--- src/rtl/usb_hexdump_tx.sv ---
// Byte-capture FIFO and ASCII hex formatter feeding the uart_tx debug serializer.
// Bytes print as uppercase two-digit hex, space-separated, with CR LF every BYTES_PER_LINE bytes.
`timescale 1ns/1ps
module usb_hexdump_tx #(
  parameter int DEPTH          = 16,
  parameter int BYTES_PER_LINE = 16
) (
  input  logic                     clk48,
  input  logic                     rst_n,
  input  logic [7:0]               in_data,
  input  logic                     in_valid,
  input  logic                     enable,
  input  logic                     uart_busy,
  output logic                     uart_dv,
  output logic [7:0]               uart_d,
  output logic [$clog2(DEPTH):0]   level,
  output logic                     overflow
);

  localparam int AW = $clog2(DEPTH);

  typedef enum logic [2:0] {S_IDLE, S_HI, S_LO, S_SEP, S_CR, S_LF} state_e;

  logic [7:0]    mem_q [DEPTH];
  logic [AW-1:0] wr_ptr_q, rd_ptr_q;
  logic [AW:0]   level_q;
  logic          overflow_q;

  state_e        state_q, state_d;
  logic [7:0]    hold_q, hold_d;
  logic [7:0]    line_cnt_q, line_cnt_d;
  logic          seen_busy_q, seen_busy_d;
  logic [2:0]    tmo_q, tmo_d;
  logic          dv_q, dv_d;
  logic [7:0]    d_q, d_d;

  logic          empty, full, pop, push, drop, char_done;
  logic [7:0]    rd_data;

  function automatic logic [7:0] hex(input logic [3:0] n);
    return (n < 4'd10) ? (8'h30 + {4'h0, n}) : (8'h37 + {4'h0, n});
  endfunction

  assign empty   = (level_q == '0);
  assign full    = (level_q == (AW+1)'(DEPTH));
  assign pop     = (state_q == S_IDLE) && enable && !empty && !uart_busy;
  // A full FIFO still takes the byte when the formatter frees a slot that same cycle.
  assign push    = in_valid && (!full || pop);
  assign drop    = in_valid && full && !pop;
  assign rd_data = mem_q[rd_ptr_q];

  always_ff @(posedge clk48) begin
    if (push) mem_q[wr_ptr_q] <= in_data;
  end

  always_ff @(posedge clk48 or negedge rst_n) begin
    if (!rst_n) begin
      wr_ptr_q   <= '0;
      rd_ptr_q   <= '0;
      level_q    <= '0;
      overflow_q <= 1'b0;
    end else begin
      if (push) wr_ptr_q <= wr_ptr_q + 1'b1;
      if (pop)  rd_ptr_q <= rd_ptr_q + 1'b1;
      case ({push, pop})
        2'b10:   level_q <= level_q + (AW+1)'(1);
        2'b01:   level_q <= level_q - (AW+1)'(1);
        default: level_q <= level_q;
      endcase
      if (drop) overflow_q <= 1'b1;
    end
  end

  // A character is complete once busy has risen and fallen; if busy never rises, a short timeout releases the wait.
  assign char_done = !uart_busy && (seen_busy_q || (tmo_q == '1));

  always_comb begin
    state_d     = state_q;
    hold_d      = hold_q;
    line_cnt_d  = line_cnt_q;
    seen_busy_d = seen_busy_q;
    tmo_d       = tmo_q;
    dv_d        = 1'b0;
    d_d         = d_q;

    if (state_q != S_IDLE) begin
      if (uart_busy)    seen_busy_d = 1'b1;
      if (!seen_busy_q) tmo_d = tmo_q + 3'd1;
    end

    case (state_q)
      S_IDLE: if (pop) begin
        hold_d  = rd_data;
        d_d     = hex(rd_data[7:4]);
        dv_d    = 1'b1;
        state_d = S_HI;
      end
      S_HI: if (char_done) begin
        d_d     = hex(hold_q[3:0]);
        dv_d    = 1'b1;
        state_d = S_LO;
      end
      S_LO: if (char_done) begin
        dv_d = 1'b1;
        if (line_cnt_q == 8'(BYTES_PER_LINE - 1)) begin
          d_d     = 8'h0D;
          state_d = S_CR;
        end else begin
          d_d        = 8'h20;
          line_cnt_d = line_cnt_q + 8'd1;
          state_d    = S_SEP;
        end
      end
      S_CR: if (char_done) begin
        d_d        = 8'h0A;
        dv_d       = 1'b1;
        line_cnt_d = '0;
        state_d    = S_LF;
      end
      S_SEP, S_LF: if (char_done) state_d = S_IDLE;
      default: state_d = S_IDLE;
    endcase

    if (dv_d) begin
      seen_busy_d = 1'b0;
      tmo_d       = '0;
    end
  end

  always_ff @(posedge clk48 or negedge rst_n) begin
    if (!rst_n) begin
      state_q     <= S_IDLE;
      hold_q      <= '0;
      line_cnt_q  <= '0;
      seen_busy_q <= 1'b0;
      tmo_q       <= '0;
      dv_q        <= 1'b0;
      d_q         <= '0;
    end else begin
      state_q     <= state_d;
      hold_q      <= hold_d;
      line_cnt_q  <= line_cnt_d;
      seen_busy_q <= seen_busy_d;
      tmo_q       <= tmo_d;
      dv_q        <= dv_d;
      d_q         <= d_d;
    end
  end

  assign uart_dv  = dv_q;
  assign uart_d   = d_q;
  assign level    = level_q;
  assign overflow = overflow_q;

endmodule

--- config.mk ---
export PLATFORM = sky130hd
export DESIGN_NAME = usb_hexdump_tx
export DESIGN_NICKNAME = d
export VERILOG_FILES = /design/src/rtl/usb_hexdump_tx.sv
export SDC_FILE = /design/constraint.sdc
export NUM_CORES = 1
export LEC_CHECK = 0
export ABC_CLOCK_PERIOD_IN_PS = 7670
export CAP_MARGIN = 40
export CORE_UTILIZATION = 65
export CTS_CLUSTER_DIAMETER = 80
export CTS_CLUSTER_SIZE = 25
export DETAILED_ROUTE_END_ITERATION = 10
export PLACE_DENSITY = 0.84
export SYNTH_ARGS = -nofsm -noshare
export SYNTH_HDL_FRONTEND = slang
export SYNTH_SLANG_ARGS = --single-unit
--- constraint.sdc ---
create_clock -name clk48 -period 7.67 [get_ports clk48]
set_input_delay 0.767 -clock clk48 [delete_from_list [all_inputs] [get_ports clk48]]
set_output_delay 0.767 -clock clk48 [all_outputs]
set_load 0.05 [all_outputs]
==> flow_results.org, run 1 <==
** Finish
- The number of antenna diodes in the final layout is 0.
- The filler cells instantiated in the layout total roughly 600.
- In the layout the commonest cells are 128 x sky130_fd_sc_hd__edfxtp_1, 40 x sky130_fd_sc_hd__dfrtp_1, 33 x sky130_fd_sc_hd__mux4_2.
- Area Overhead vs Synth :: 12.9%
- Leaving out fill and tap cells, the most frequent cell in the layout is sky130_fd_sc_hd__edfxtp_1.
- Post-layout nets :: 539
- Proportion of layout cells with a drive suffix above 1 :: between 10% and 20%

** Global routing
- The total overflow left after global routing is 0.
- The first global-routing pass estimated around 24000 um of wire.
- GRT Resource Usage Total :: 29.8%
- Pin count of the biggest net entering global routing :: 34
- Via count of the first global-routing pass :: roughly 4300
- Antenna violations before repair :: 0

** Outcome
- The run finished with clean final reports.

** Route
- After the first detailed-routing iteration, the DRC count stood at roughly 410.
- Per-cell routed wire length :: about 23 um
- In the routed design, unresolved DRC markers number 0.
- In this run the remaining antenna-violating nets after routing total 0.
- The routed layout has between 4000 and 5000 vias.
- After detailed routing, the total wire length is 15600 um.
- Pre-antenna DRT Iters :: 5
- In the routed layout, each cell is associated on average with a via count of approximately 6.4.

** STA
- For the pin with the worst max-slew slack, the measured transition is 0.822 ns.
- Setup repair after global routing left no endpoint under its margin.
- The final critical path takes up between 40% and 50% of the cycle.
- After routing, the total negative slack on setup checks comes to 0 ns.
- Count of final max-slew check failures :: 0
- Final-layout worst hold slack :: ~0.21 ns
- Final setup violation count :: 0
- Achievable frequency :: 276 MHz
- The worst pin sits at a relative slew slack of between 40% and 50%.
- For the final database, setup skew stands at between 0.007 and 0.008 ns.
- Endpoints failing hold :: 0
- Clock period minus final worst setup slack :: ~3.6 ns

** Clocking
- Setup bufs post-CTS :: 0
- Buffers from clock root to sink, at most :: 2
- Count of cells resized by post-cts repair :: 0
- TritonCTS built the clock tree.
- H-Tree Level Count :: 4
- The clock net in this run drives a total of 169 sinks.
- Count of hold buffers inserted by post-cts repair :: 0
- After clock tree synthesis, the clock-pin slew on the worst setup and hold paths is approximately 0.070 ns.
- The root buffer cell chosen for the clock tree is sky130_fd_sc_hd__clkbuf_16.
- Clock tree synthesis inserted a total of 17 buffers.
- Clock latency on the worst-skew pair :: around 0.43 ns

** Yosys
- Warnings, synthesis :: 0
- Sequential element share of the synthesized area :: 65.5%
- Cell types with the largest area share after synthesis :: sky130_fd_sc_hd__edfxtp_1 52%, sky130_fd_sc_hd__dfrtp_1 14%, sky130_fd_sc_hd__mux4_2 10%
- Asr flop ratio synth :: between 20% and 30%
- The number of nets in the synthesized netlist is ~510.
- Leading register cell type out of synthesis :: sky130_fd_sc_hd__edfxtp_1
- In this run, synthesis produced a sequential element count of ~170.
- Cell type contributing the most total cell area after synthesis :: sky130_fd_sc_hd__edfxtp_1
- The cell count after synthesis came out at 480.
- Post-synthesis cell area :: 0.00743 mm^2
- Syn Area/Cell :: roughly 15 um^2
- Fraction of synthesized cell area taken by the top area cell type :: around half
- Counting flops with a built-in enable in the synthesized netlist gives 128.
- Number of distinct library cell variants in the gate-level netlist after synthesis :: 59

** Power
- Power density relative to cell area :: 399 mW/mm^2
- Pleak :: just under 3 nW
- The worst-case IR drop observed on VDD is roughly 250 uV.

** Floorplanning
- Core ar. :: approximately 0.011 mm^2
- Die Span X :: 109 um
- 28 I/O pins were placed.
- Starting density of the core :: around 68%
- Row generation in the floorplan step produced 38 rows.
- The floorplan step set the die height to around 110 um.
- Die Outline Area :: between 0.01 and 0.015 mm^2

** Placement
- At the end of routability-driven placement, the weighted congestion stood at 0.835.
- Detailed placement ended at an HPWL of a little under 10000 um.
- Buffers placed on the I/O ports in this run total 26.

** Setup path
- Crit Path Max Fanout :: 15
- The critical path is of the reg2reg type.
- Kind of end point of the critical path :: flip-flop
- STA classifies the critical path startpoint as a flip-flop.
- Sequence of cells on the critical path :: or3_1 -> or3_1 -> nand3_1 -> and2_1 -> inv_2 -> ha_1 -> xor2_1 -> ha_1 -> o21a_1 -> o22a_1 -> a21oi_1 -> xor2_1 -> nor2_1 -> xnor2_1
- The largest single stage delay on the critical path is between 0.5 and 0.6 ns.
- The slowest stage of the critical path is the sky130_fd_sc_hd__dfrtp_1 cell.
- Worst Path Required :: 7.99 ns
- Crit path arrival time :: about 3.9 ns

** Job
- Across the run, the number of max-cap violations was 0.

** Min path
- The worst hold path belongs to the class in2async.
==> cell families (layout without fill, tap and decap cells) <==
group / after synthesis / after routing / synth area share [%]
and+or+nand+nor: 116 / 116 / 7.84
other: 1 / 1 / 0.0504
buffers and inverters: 41 / 86 / 3.05
muxes: 48 / 48 / 12.3
adders and majority gates: 14 / 14 / 2.36
AOI/OAI and AO/OA: 71 / 71 / 6.58
DFF: 169 / 169 / 65.5
xor gates and xnor gates: 20 / 20 / 2.36
==> final cells by class <==
type	instances	area, um^2	share of cell area, %
flip-flops and latches	169	4870	58.1
clock inverters	14	136	1.63
multi-input cells	270	2360	28.2
inverters	16	61.3	0.731
well taps	140	175	2.09
repair buffers	38	355	4.24
clock buffers	18	429	5.11
==> layer usage <==
metal | global-route usage [%] | vias up | routed length [um]
met5 | 0 | - | 0
met4 | 17.6 | 0 | 682
met3 | 8.07 | 43 | 1180
met2 | 47.1 | 174 | 7880
met1 | 37.0 | 2143 | 5870
li1 | - | 1907 | -
==> worst max-delay path: cells and delay by family, from the launching register on <==
family / cells / cell delay (ns)
flip-flops: 1 / 0.51
XOR/XNOR: 3 / 0.48
buffers and inverters: 1 / 0.16
AND/OR/NAND/NOR: 5 / 1.28
AO/OA/AOI/OAI: 3 / 0.55
adder cells (fa/ha/maj): 2 / 0.56
==> synth_stat cells, drive strengths merged (6+ instances only) <==
library cell	number
nand3	8
nor3	7
mux4	33
and2	8
nor4	6
buf	15
nor2	27
dfrtp	41
or3	6
nand2b	6
o21ai	24
ha	14
nand2	29
xnor2	15
clkbuf	10
a21oi	16
mux2i	11
edfxtp	128
nor2b	6
inv	15
==> per-stage QoR <==
step	setup WS, ns	total power (W)	cell area (um^2)	util [%]	instances
2_1_floorplan	4.16	0.00222	7430	-	480
3_3_place_gp	3.84	0.00245	7750	70.5	624
3_5_place_dp	3.73	0.00251	7830	71.2	633
4_1_cts	4.06	0.00335	8390	76.4	665
5_1_grt	3.87	0.00350	8390	76.4	665
6_report	4.05	0.00334	8390	76.4	665
==> flip-flops by register name, indices dropped and copies added (netlist names) <==
| register | count |
|---|---|
| seen_busy_q | 1 |
| mem_q | 128 |
| level | 5 |
| wr_ptr_q | 4 |
| hold_q | 4 |
| tmo_q | 3 |
| overflow | 1 |
| line_cnt_q | 8 |
| state_q | 3 |
| uart_d | 7 |
| uart_dv | 1 |
| rd_ptr_q | 4 |
==> path summary, 6_finish.rpt <==
kind	end	from	cells after the start	slack [ns]
worst max register to register	level[4]	state_q[1]	14	4.05
max in group asynchronous	state_q[1]	rst_n	2	7.00
worst min-delay path	line_cnt_q[5]	rst_n	1	0.21
min in group clk48	overflow	overflow	1	0.48
worst max-delay path	level[4]	state_q[1]	14	4.05
worst min register to register	overflow	overflow	1	0.48
==> power by group <==
group / switching, W / leakage [nW] / internal, W
Clock: 0.000370 / 0.275 / 0.000455
Sequential: 0.000152 / 1.65 / 0.00115
Combinational: 0.000692 / 1.04 / 0.000524
(Power assumes the default switching activity.)
==> run 2: changes to the inputs <==
==> config.mk (replaced) <==
export PLATFORM = sky130hd
export DESIGN_NAME = usb_hexdump_tx
export DESIGN_NICKNAME = d
export VERILOG_FILES = /design/src/rtl/usb_hexdump_tx.sv
export SDC_FILE = /design/constraint.sdc
export NUM_CORES = 1
export LEC_CHECK = 0
export ABC_CLOCK_PERIOD_IN_PS = 3400
export CAP_MARGIN = 40
export CORE_UTILIZATION = 61
export CTS_CLUSTER_DIAMETER = 80
export CTS_CLUSTER_SIZE = 25
export DETAILED_ROUTE_END_ITERATION = 10
export PLACE_DENSITY = 0.8
export SYNTH_ARGS = -nofsm -noshare
export SYNTH_HDL_FRONTEND = slang
export SYNTH_SLANG_ARGS = --single-unit
==> constraint.sdc (replaced) <==
create_clock -name clk48 -period 3.4 [get_ports clk48]
set_input_delay 0.34 -clock clk48 [delete_from_list [all_inputs] [get_ports clk48]]
set_output_delay 0.34 -clock clk48 [all_outputs]
set_load 0.05 [all_outputs]
==> run 2 against run 1 <==
Cell count up 1.5%. Hold slack better by 0.087 ns. Fmax up 16%. Global-route usage down 3.9 points. Sequential cell count did not move. Clock skew up 0.0010 ns. Die area increased by 6.4%. Register-to-register slack got worse by 3.8 ns. Worst setup slack got worse by 3.8 ns. Non-clock buffer count up 7. Clock-buffer cell count is 1 lower. Critical endpoint unchanged. Largest cell class unchanged. Largest power group unchanged.
==> flow_results.org, run 2 (synthesis gave the netlist of run 1 again) <==
** STA
- Count of final max-slew check failures :: 0
- Final hold analysis gives a worst-case slack of roughly 0.3 ns.
- Setup slack closes at ~0.27 ns.
- Achievable frequency :: 319 MHz
- Setup Skew :: approximately 0.0089 ns
- Setup tns final :: 0 ns
- Setup repair after global routing left no endpoint under its margin.
- Dividing the final minimum period by the clock period gives between 90 and 100%.
- Final setup violation count :: 0
- The total count of hold-check failures in the final report came to 0.
- Tightest slew margin relative to the limit :: ~49%
- Worst-margin pin slew :: ~0.76 ns
- Clock period minus final worst setup slack :: 3.13 ns

** Setup path
- The worst setup path is captured at a flip-flop.
- The critical path goes through or3_1 -> or3_1 -> nand3_1 -> and2_1 -> inv_2 -> ha_2 -> xor2_1 -> ha_1 -> o21a_1 -> o22a_1 -> a21oi_1 -> xor2_1 -> nor2_1 -> xnor2_1.
- Of all nets on the critical path, the largest fanout is 9.
- Worst Path Required :: between 3 and 4 ns
- Crit path arrival time :: about 3.5 ns
- STA classifies the critical path startpoint as a flip-flop.
- Critical path class :: reg2reg
- On the worst path, the slowest cell contributes a delay of slightly above 0.4 ns.
- For this design, the slowest cell found on the critical path is sky130_fd_sc_hd__or3_1.

** Route
- DRC violation count after routing :: 0
- Dividing the detail-routed wire length by the instance count gives 22.0 um.
- In this run the remaining antenna-violating nets after routing total 0.
- The pre-antenna-repair detailed-routing pass consisted of 7 iterations.
- Routed via count :: ~4300
- Wires add up to around 15000 um.
- In this run, the number of DRC markers left after iteration 0 of detailed routing was just over 400.
- In the routed layout, each cell is associated on average with a via count of 6.30.

** Floorplanning
- In this run the horizontal extent of the chip is roughly 110 um.
- Die Outline Area :: between 0.01 and 0.015 mm^2
- In this run the core area contains 39 standard-cell rows.
- Starting density of the core :: a little under two thirds
- Core ar. :: between 0.01 and 0.015 mm^2
- Number of ports placed on the die boundary :: 28
- In this run the vertical extent of the chip is 112 um.

** Finish
- After routing the design area is between 0.008 and 0.009 mm^2.
- The library cell used most frequently in the layout, excluding fill and tap cells, is sky130_fd_sc_hd__edfxtp_1.
- Top register by number of flip-flops :: mem_q
- After the last flow step, the layout net total stands at 546.
- The register with the most flip-flops in the layout has approximately 130 of them.
- Most used cells in the layout excluding fill and tap cells :: 128 x sky130_fd_sc_hd__edfxtp_1, 38 x sky130_fd_sc_hd__dfrtp_1, 33 x sky130_fd_sc_hd__mux4_2
- Area Overhead vs Synth :: 14.4%
- Counting the fill cells in the layout gives just under 700.
- The post-route netlist has around a fifth of its cells at a drive strength greater than 1.
- Total inserted antenna cells :: 0

** Power
- The worst-case IR drop observed on VDD is roughly 570 uV.
- Reg power frac :: between 30% and 40%
- Fraction of power spent switching nets :: approximately a third
- Pleak :: just over 3 nW
- Power density relative to cell area :: 904 mW/mm^2
- Cell-internal power :: about 0.0050 W
- For this design the total switching power over the nets is about 0.0027 W.
- Fraction of power consumed by combinational cells :: 36.4%
- The clock network burns between 20 and 30% of the power.

** Clocking
- The H-tree was split into 4 levels.
- Clock latency on the worst-skew pair :: ~0.43 ns
- Once the clock tree was built, the setup fixing pass inserted 0 buffers.
- TritonCTS clock tree :: done
- The longest clock path from root to sink contains 2 buffers.
- Sink count of the clock tree :: approximately 170
- Number of clock buffers inserted by TritonCTS :: 17
- After clock tree synthesis, the clock-pin slew on the worst setup and hold paths is around 0.060 ns.
- The cell sitting at the root of the clock tree is a sky130_fd_sc_hd__clkbuf_16.

** Job
- Number of max-capacitance violations reported :: 0

** Global routing
- The via count of the first global-routing pass was 4394.
- The first global-routing pass estimated between 20000 and 25000 um of wire.
- Pin count of the biggest net entering global routing :: 34
- Across every metal layer, demand over resource in global routing totals between 20% and 30%.
- Remaining global-route overflow :: 0
- The initial antenna violation count was 0.

** Placement
- Port-buffer cells :: 26
- Setup slack at placement :: 0.0874 ns
- Summing all placed instances gives a cell area of between 0.007 and 0.008 mm^2.
- Final GP Congestion :: about 0.83
- Total half-perimeter wirelength after legalization and detailed placement :: just over 9000 um

** Outcome
- The run finished with clean final reports.

** Min path
- Type of the worst min-delay path :: in2async
==> run 2: changes by cell type in the layout (fill, tap and decap cells not counted) <==
cell / delta
sky130_fd_sc_hd__buf_4: +7
sky130_fd_sc_hd__clkinvlp_4: -1
sky130_fd_sc_hd__clkbuf_1: -1
sky130_fd_sc_hd__buf_2: -1
sky130_fd_sc_hd__clkinv_1: +1
sky130_fd_sc_hd__ha_2: +1
sky130_fd_sc_hd__clkinv_2: -1
sky130_fd_sc_hd__ha_1: -1
sky130_fd_sc_hd__dfrtp_1: -2
sky130_fd_sc_hd__bufinv_16: +2
sky130_fd_sc_hd__dlygate4sd3_1: +1
sky130_fd_sc_hd__dfrtp_2: +2
==> run 2: critical path, delay by kind of cell (launching register included) <==
kind	cells	cell delay, ns
AO/OA/AOI/OAI	3	0.54
buffers and inverters	1	0.10
AND/OR/NAND/NOR	5	1.08
flip-flops	1	0.37
adder cells (fa/ha/maj)	2	0.47
XOR/XNOR	3	0.44
==> run 2: per-layer routing <==
layer | global-route usage [%] | routed length (um)
met1 | 34.0 | 6190
met3 | 6.48 | 837
met2 | 41.1 | 7510
met5 | 0 | 0
met4 | 12.3 | 342
==> run 2: power by group through the flow <==
stage / logic (W) / registers [W] / clock network (W)
3_5_place_dp: 0.00277 / 0.00293 / 0
4_1_cts: 0.00282 / 0.00290 / 0.00202
3_3_place_gp: 0.00269 / 0.00290 / 0
6_report: 0.00280 / 0.00290 / 0.00199
2_1_floorplan: 0.00193 / 0.00307 / 0
5_1_grt: 0.00301 / 0.00294 / 0.00210
==> run 2: final timing paths <==
kind | cells after the start | slack [ns] | endpoint | from
worst max-delay path | 14 | 0.27 | level[4] | state_q[1]
worst min-delay path | 2 | 0.30 | wr_ptr_q[0] | rst_n
worst max register to register | 14 | 0.27 | level[4] | state_q[1]
worst min register to register | 1 | 0.48 | overflow | overflow
max in group asynchronous | 3 | 2.64 | rd_ptr_q[0] | rst_n
min in group clk48 | 1 | 0.48 | overflow | overflow
==> run 2: layout make-up <==
| cell class | count | area, um^2 | area share (%) |
|---|---|---|---|
| sequential | 169 | 4870 | 57.3 |
| tap | 143 | 179 | 2.10 |
| clock buffer | 17 | 425 | 5.00 |
| multi-input combinational | 270 | 2360 | 27.8 |
| clock inverter | 15 | 188 | 2.21 |
| timing repair buffer | 45 | 413 | 4.86 |
| inverter | 16 | 61.3 | 0.721 |
==> run 2: stage by stage <==
stage          instances  total power, W  utilization, %
2_1_floorplan        480         0.00501               -
3_3_place_gp         641         0.00559            67.4
3_5_place_dp         642         0.00570            67.6
4_1_cts              675         0.00773            72.9
5_1_grt              675         0.00805            72.9
6_report             675         0.00769            72.9
==> run 2: timing repair <==
action / 4_1_cts / 5_1_grt
resized for setup: 0 / 1
setup endpoints to repair: 0 / 1
hold buffers: 1 / 0
endpoints found under the hold margin: 8 / 0
==> run 3: changes to the inputs <==
--- a/config.mk
+++ b/config.mk
@@ -8,6 +8,7 @@
 export ABC_CLOCK_PERIOD_IN_PS = 3400
 export CAP_MARGIN = 40
 export CORE_UTILIZATION = 61
+export CTS_BUF_LIST = sky130_fd_sc_hd__clkbuf_16
 export CTS_CLUSTER_DIAMETER = 80
 export CTS_CLUSTER_SIZE = 25
 export DETAILED_ROUTE_END_ITERATION = 10
==> results of run 3 <==
No change in the layout: final DEF, timing and power equal those of run 2.
==> variant 1 (settings of run 3) <==
The parameter `DEPTH` goes from 16 to 8.
--- a/src/rtl/usb_hexdump_tx.sv
+++ b/src/rtl/usb_hexdump_tx.sv
@@ -3,5 +3,5 @@
 `timescale 1ns/1ps
 module usb_hexdump_tx #(
-  parameter int DEPTH          = 16,
+  parameter int DEPTH          = 8,
   parameter int BYTES_PER_LINE = 16
 ) (
Ports: changed (resized level); port bits go from 28 to 27. The function was not compared with the original's and may differ.
==> variant 1 against run 3 <==
Sequential power down 32%; total power down 39%; combinational power down 37%; sequential cell count down 67; global-route usage down 1.0 points; via count down 35%; setup slack better by 560 ps; routed wire length down 43%; clock power down 52%; final area down 39%; final cell count down 31%; area after synthesis down 38%.
==> variant 1: results (changes against run 3) <==
INFO  place          place_worst_setup_slack=854.0ps [+766.6 ps]
INFO  logic_synthesis mappedNetlistNets=350 [-31%]
INFO  detailed_routing ratio_of_routed_vias_to_standard_cells=5.974 [-5.1%]
INFO  critical_path  timing.critical_path.arrival=2840ps [-610 ps]
INFO  logic_synthesis synth-async-reset-ratio=37.25% [+13 points]
INFO  timing         slew_headroom=51.30% [+2.2 points]
INFO  place          port-buffer-count=25 [-3.8%]
INFO  place          detailed_place_hpwl=5966um [-35%]
INFO  timing         fin_skew=7.479ps [-1.388 ps]
INFO  layout         largest_register_ff_count=64 [-50%]
INFO  detailed_routing detailedRoute.firstIterationViolations=170 [-59%]
INFO  global_route   grt_first_pass_wirelength=13,910um [-41%]
INFO  layout         final_layout_size_suffix_gt1_share=14.52% [-5.8 points]
INFO  pwr            leakage=0.001938uW [-36%]
INFO  place          gp_congestion=0.8256 [-1.0%]
INFO  outcome        outcome=finished, final reports clean
INFO  place          placedInstanceArea=4940squm [-37%]
INFO  logic_synthesis seq_area_frac_synth=62.51% [-3.0 points]
INFO  cts            cts_inserted_buffers=9 [-8]
INFO  logic_synthesis synth_cell_type_count=57 [-3.4%]
INFO  logic_synthesis postSynthAreaPerCell=13.97squm [-9.8%]
INFO  global_route   groute.usage.overall=24.82% [-1.0 points]
INFO  logic_synthesis commonest_cells_post_synth=edfxtp_1, dfrtp_1, nor2_1, nand2_1, o21ai_0
INFO  detailed_routing routed-via-count=2,772 [-35%]
INFO  logic_synthesis synth_edf_count=64 [-50%]
==> variant 1: cell families after synthesis <==
| kind of cell | count (synthesis) | synth area share, % |
|---|---|---|
| flops | 102 | 62.51 |
| xor+xnor | 17 | 3.240 |
| buf+inv | 22 | 3.022 |
| fa+ha+maj | 8 | 2.178 |
| mux | 26 | 10.05 |
| simple gates | 93 | 9.938 |
| compound gates | 60 | 8.985 |
| other cells | 1 | 0.08160 |
==> variant 1: through the flow <==
step / hold slack [ps] / util, %
after detailed placement: 186.7 / 68.10
after floorplan: 44.41 / -
final: 358.5 / 72.07
after global placement: 461.7 / 67.83
after global routing: 393.9 / 72.07
after CTS: 354.6 / 72.07
==> variant 1: power breakdown <==
part           leakage (uW)  total, uW  switching (uW)  internal, uW
combinational      0.000753       1760             993           769
clock              0.000130        961             457           504
sequential          0.00105       1960             332          1620
total               0.00194       4680            1780          2900
==> variant 1: critical path: stages (launching register included) <==
cell,delay (ps)
dfrtp_1,530
nor3_4,350
nand4b_1,490
nor2_1,370
xor2_1,180
ha_1,180
nor2_1,50
a32oi_1,210
xnor2_1,150
==> variant 1: area by class of cell <==
class | instances | area [sq um]
clock inverters | 6 | 52.55
inverters | 7 | 26.28
multi-input cells | 205 | 1584
well taps | 99 | 123.9
fillers | 506 | 2026
clock buffers | 9 | 225.2
flip-flops and latches | 102 | 2873
repair buffers | 36 | 342.8
==> variant 1: final timing paths <==
kind                                        start                        end  slack (ps)  cells after the start
max                        state_q[0]$_DFFE_PN0P_       level[2]$_DFFE_PN0P_         830                      8
min in group clk48           overflow$_DFFE_PN0P_       overflow$_DFFE_PN0P_         470                      1
min reg2reg                  overflow$_DFFE_PN0P_       overflow$_DFFE_PN0P_         470                      1
max reg2reg                state_q[0]$_DFFE_PN0P_       level[2]$_DFFE_PN0P_         830                      8
min                                         rst_n       overflow$_DFFE_PN0P_         360                      2
max in group asynchronous                   rst_n  line_cnt_q[6]$_DFFE_PN0P_        2620                      3
==> variant 1: timing repair <==
item / in CTS / in global routing
hold endpoints to repair: 5 / 0
hold buffers: 1 / 0
gates resized for setup: 0 / 0
==> variant 1: per-layer routing <==
metal	vias up	track usage [%]	part of all wire, %
li1	1294	-	-
met5	-	0	0
met1	1380	33.23	43
met4	0	7.625	1.9
met2	85	40.00	50
met3	13	6.903	4.8
==> variant 2 (config.mk and constraints of run 3) <==
Made on the original files. Add an input register stage for `in_data`; this delays it by one clock. The other inputs are not delayed to match.
--- a/src/rtl/usb_hexdump_tx.sv
+++ b/src/rtl/usb_hexdump_tx.sv
@@ -21,4 +21,10 @@
 
   typedef enum logic [2:0] {S_IDLE, S_HI, S_LO, S_SEP, S_CR, S_LF} state_e;
+
+  logic [7:0] in_data_q;
+
+  always_ff @(posedge clk48) begin
+    in_data_q <= in_data;
+  end
 
   logic [7:0]    mem_q [DEPTH];
@@ -51,5 +57,5 @@
 
   always_ff @(posedge clk48) begin
-    if (push) mem_q[wr_ptr_q] <= in_data;
+    if (push) mem_q[wr_ptr_q] <= in_data_q;
   end
 
Check against the original RTL: not equivalent (a bounded check fails within 4 cycles, from zero or initial values and one cycle with rst_n low).
==> variant 2 against run 3 <==
Routed wire length up 6.5%; sequential power up 5%; critical path type unchanged; area after synthesis up 0.15%; clock power down 6%; largest cell class unchanged; non-clock buffer count down 2; sequential cell count up 8; hold slack better by 45 ps; fmax up 12%; total power down 3.7%; final area down 0.26%; count of clock-buffer cells in the layout unchanged; setup slack better by 330 ps; final cell count down 0.74%.
==> variant 2: results (changes against run 3) <==
INFO  outcome        outcome=finished, final reports clean
INFO  global_route   grt_start_max_net_pins=24 [-29%]
INFO  worst_hold_path min-delay-path-class=in2reg
INFO  global_route   grt_pass1_vias=4,518 [+2.8%]
INFO  detailed_routing routed-via-count=4,292 [+0.99%]
INFO  pwr            leakage=0.002986uW [-1.2%]
INFO  layout         fillerInstances=719 [+3.6%]
INFO  pwr            p_int=4770uW [-4.2%]
INFO  logic_synthesis seq_area_frac_synth=67.56% [+2.1 points]
INFO  critical_path  worst_setup_path_start=state_q[2]$_DFFE_PN0P_
INFO  timing         worst_slew_pin_slew=756.8ps [-6.331 ps]
INFO  logic_synthesis commonest_cells_post_synth=edfxtp_1, dfrtp_1, mux4_2, nand2_1, nor2_1
INFO  detailed_routing detailedRoute.firstIterationViolations=372 [-9.3%]
INFO  critical_path  worst_r2r_startpoint=state_q[2]$_DFFE_PN0P_
INFO  global_route   grt_first_pass_wirelength=25,340um [+8.1%]
INFO  detailed_routing wl_met3=1022um [+22%]
INFO  logic_synthesis synth.area.top_cells=edfxtp_1, dfrtp_1, mux4_2
INFO  global_route   groute.usage.overall=28.19% [+2.3 points]
INFO  pwr            pwr-share-seq=41.2% [+3.5 points]
INFO  global_route   met2_layer_usage_reported_by_global_route=47.25% [+6.2 points]
INFO  pwr            ir_drop=0.4789mV [-16%]
INFO  global_route   grt_use_met3=8.423% [+1.9 points]
INFO  layout         layout.nets=539 [-1.3%]
INFO  detailed_routing route.layer.met1.wl=6265um [+1.3%]
INFO  critical_path  timing.critical_path.arrival=2870ps [-580 ps]
## variant 2: through the flow
stage          cells  area [sq um]  setup WS (ps)  util, %
6_report         670          8482          594.9    72.73
5_1_grt          670          8482          418.0    72.73
4_1_cts          670          8482          602.3    72.73
3_5_place_dp     637          7901          503.0    67.75
3_3_place_gp     636          7874          625.6    67.51
2_1_floorplan    473          7445          713.3        -
## variant 2: worst max-delay path, stage by stage, from the launching register on
cell,delay [ps]
dfrtp_1,510
or3_4,480
o211ai_1,330
and2_1,320
nand3_1,190
nor2_1,600
## variant 2: cell families after synthesis
| kind of cell | synth area share [%] |
|---|---|
| and+or+nand+nor | 8.000 |
| DFF | 67.56 |
| xor gates and xnor gates | 2.235 |
| AOI/OAI and AO/OA | 5.983 |
| buffers and inverters | 2.403 |
| muxes | 11.75 |
| adders and majority gates | 2.017 |
| other | 0.05037 |
## variant 2: cell type report
class / instances / share of cell area [%]
flip-flops and latches: 177 / 59.32
multi-input cells: 259 / 26.36
clock buffers: 17 / 5.015
repair buffers: 43 / 4.779
well taps: 143 / 2.109
clock inverters: 15 / 1.711
inverters: 16 / 0.7081
## variant 2: worst min path at each step
stage / end / slack, ps / depth (start not counted)
4_1_cts: in_data_q[6]$_DFF_P_ / 320 / 1
5_1_grt: in_data_q[6]$_DFF_P_ / 330 / 1
2_1_floorplan: hold_q[0]$_DFFE_PN0P_ / 40 / 0
3_5_place_dp: tmo_q[2]$_DFFE_PN0P_ / 320 / 1
6_report: in_data_q[6]$_DFF_P_ / 350 / 1
3_3_place_gp: overflow$_DFFE_PN0P_ / 450 / 1
## variant 2: repair_timing
action                     in CTS  in global routing
hold endpoints to repair       18                  0
hold buffers                    1                  0
setup endpoints to repair       0                  0
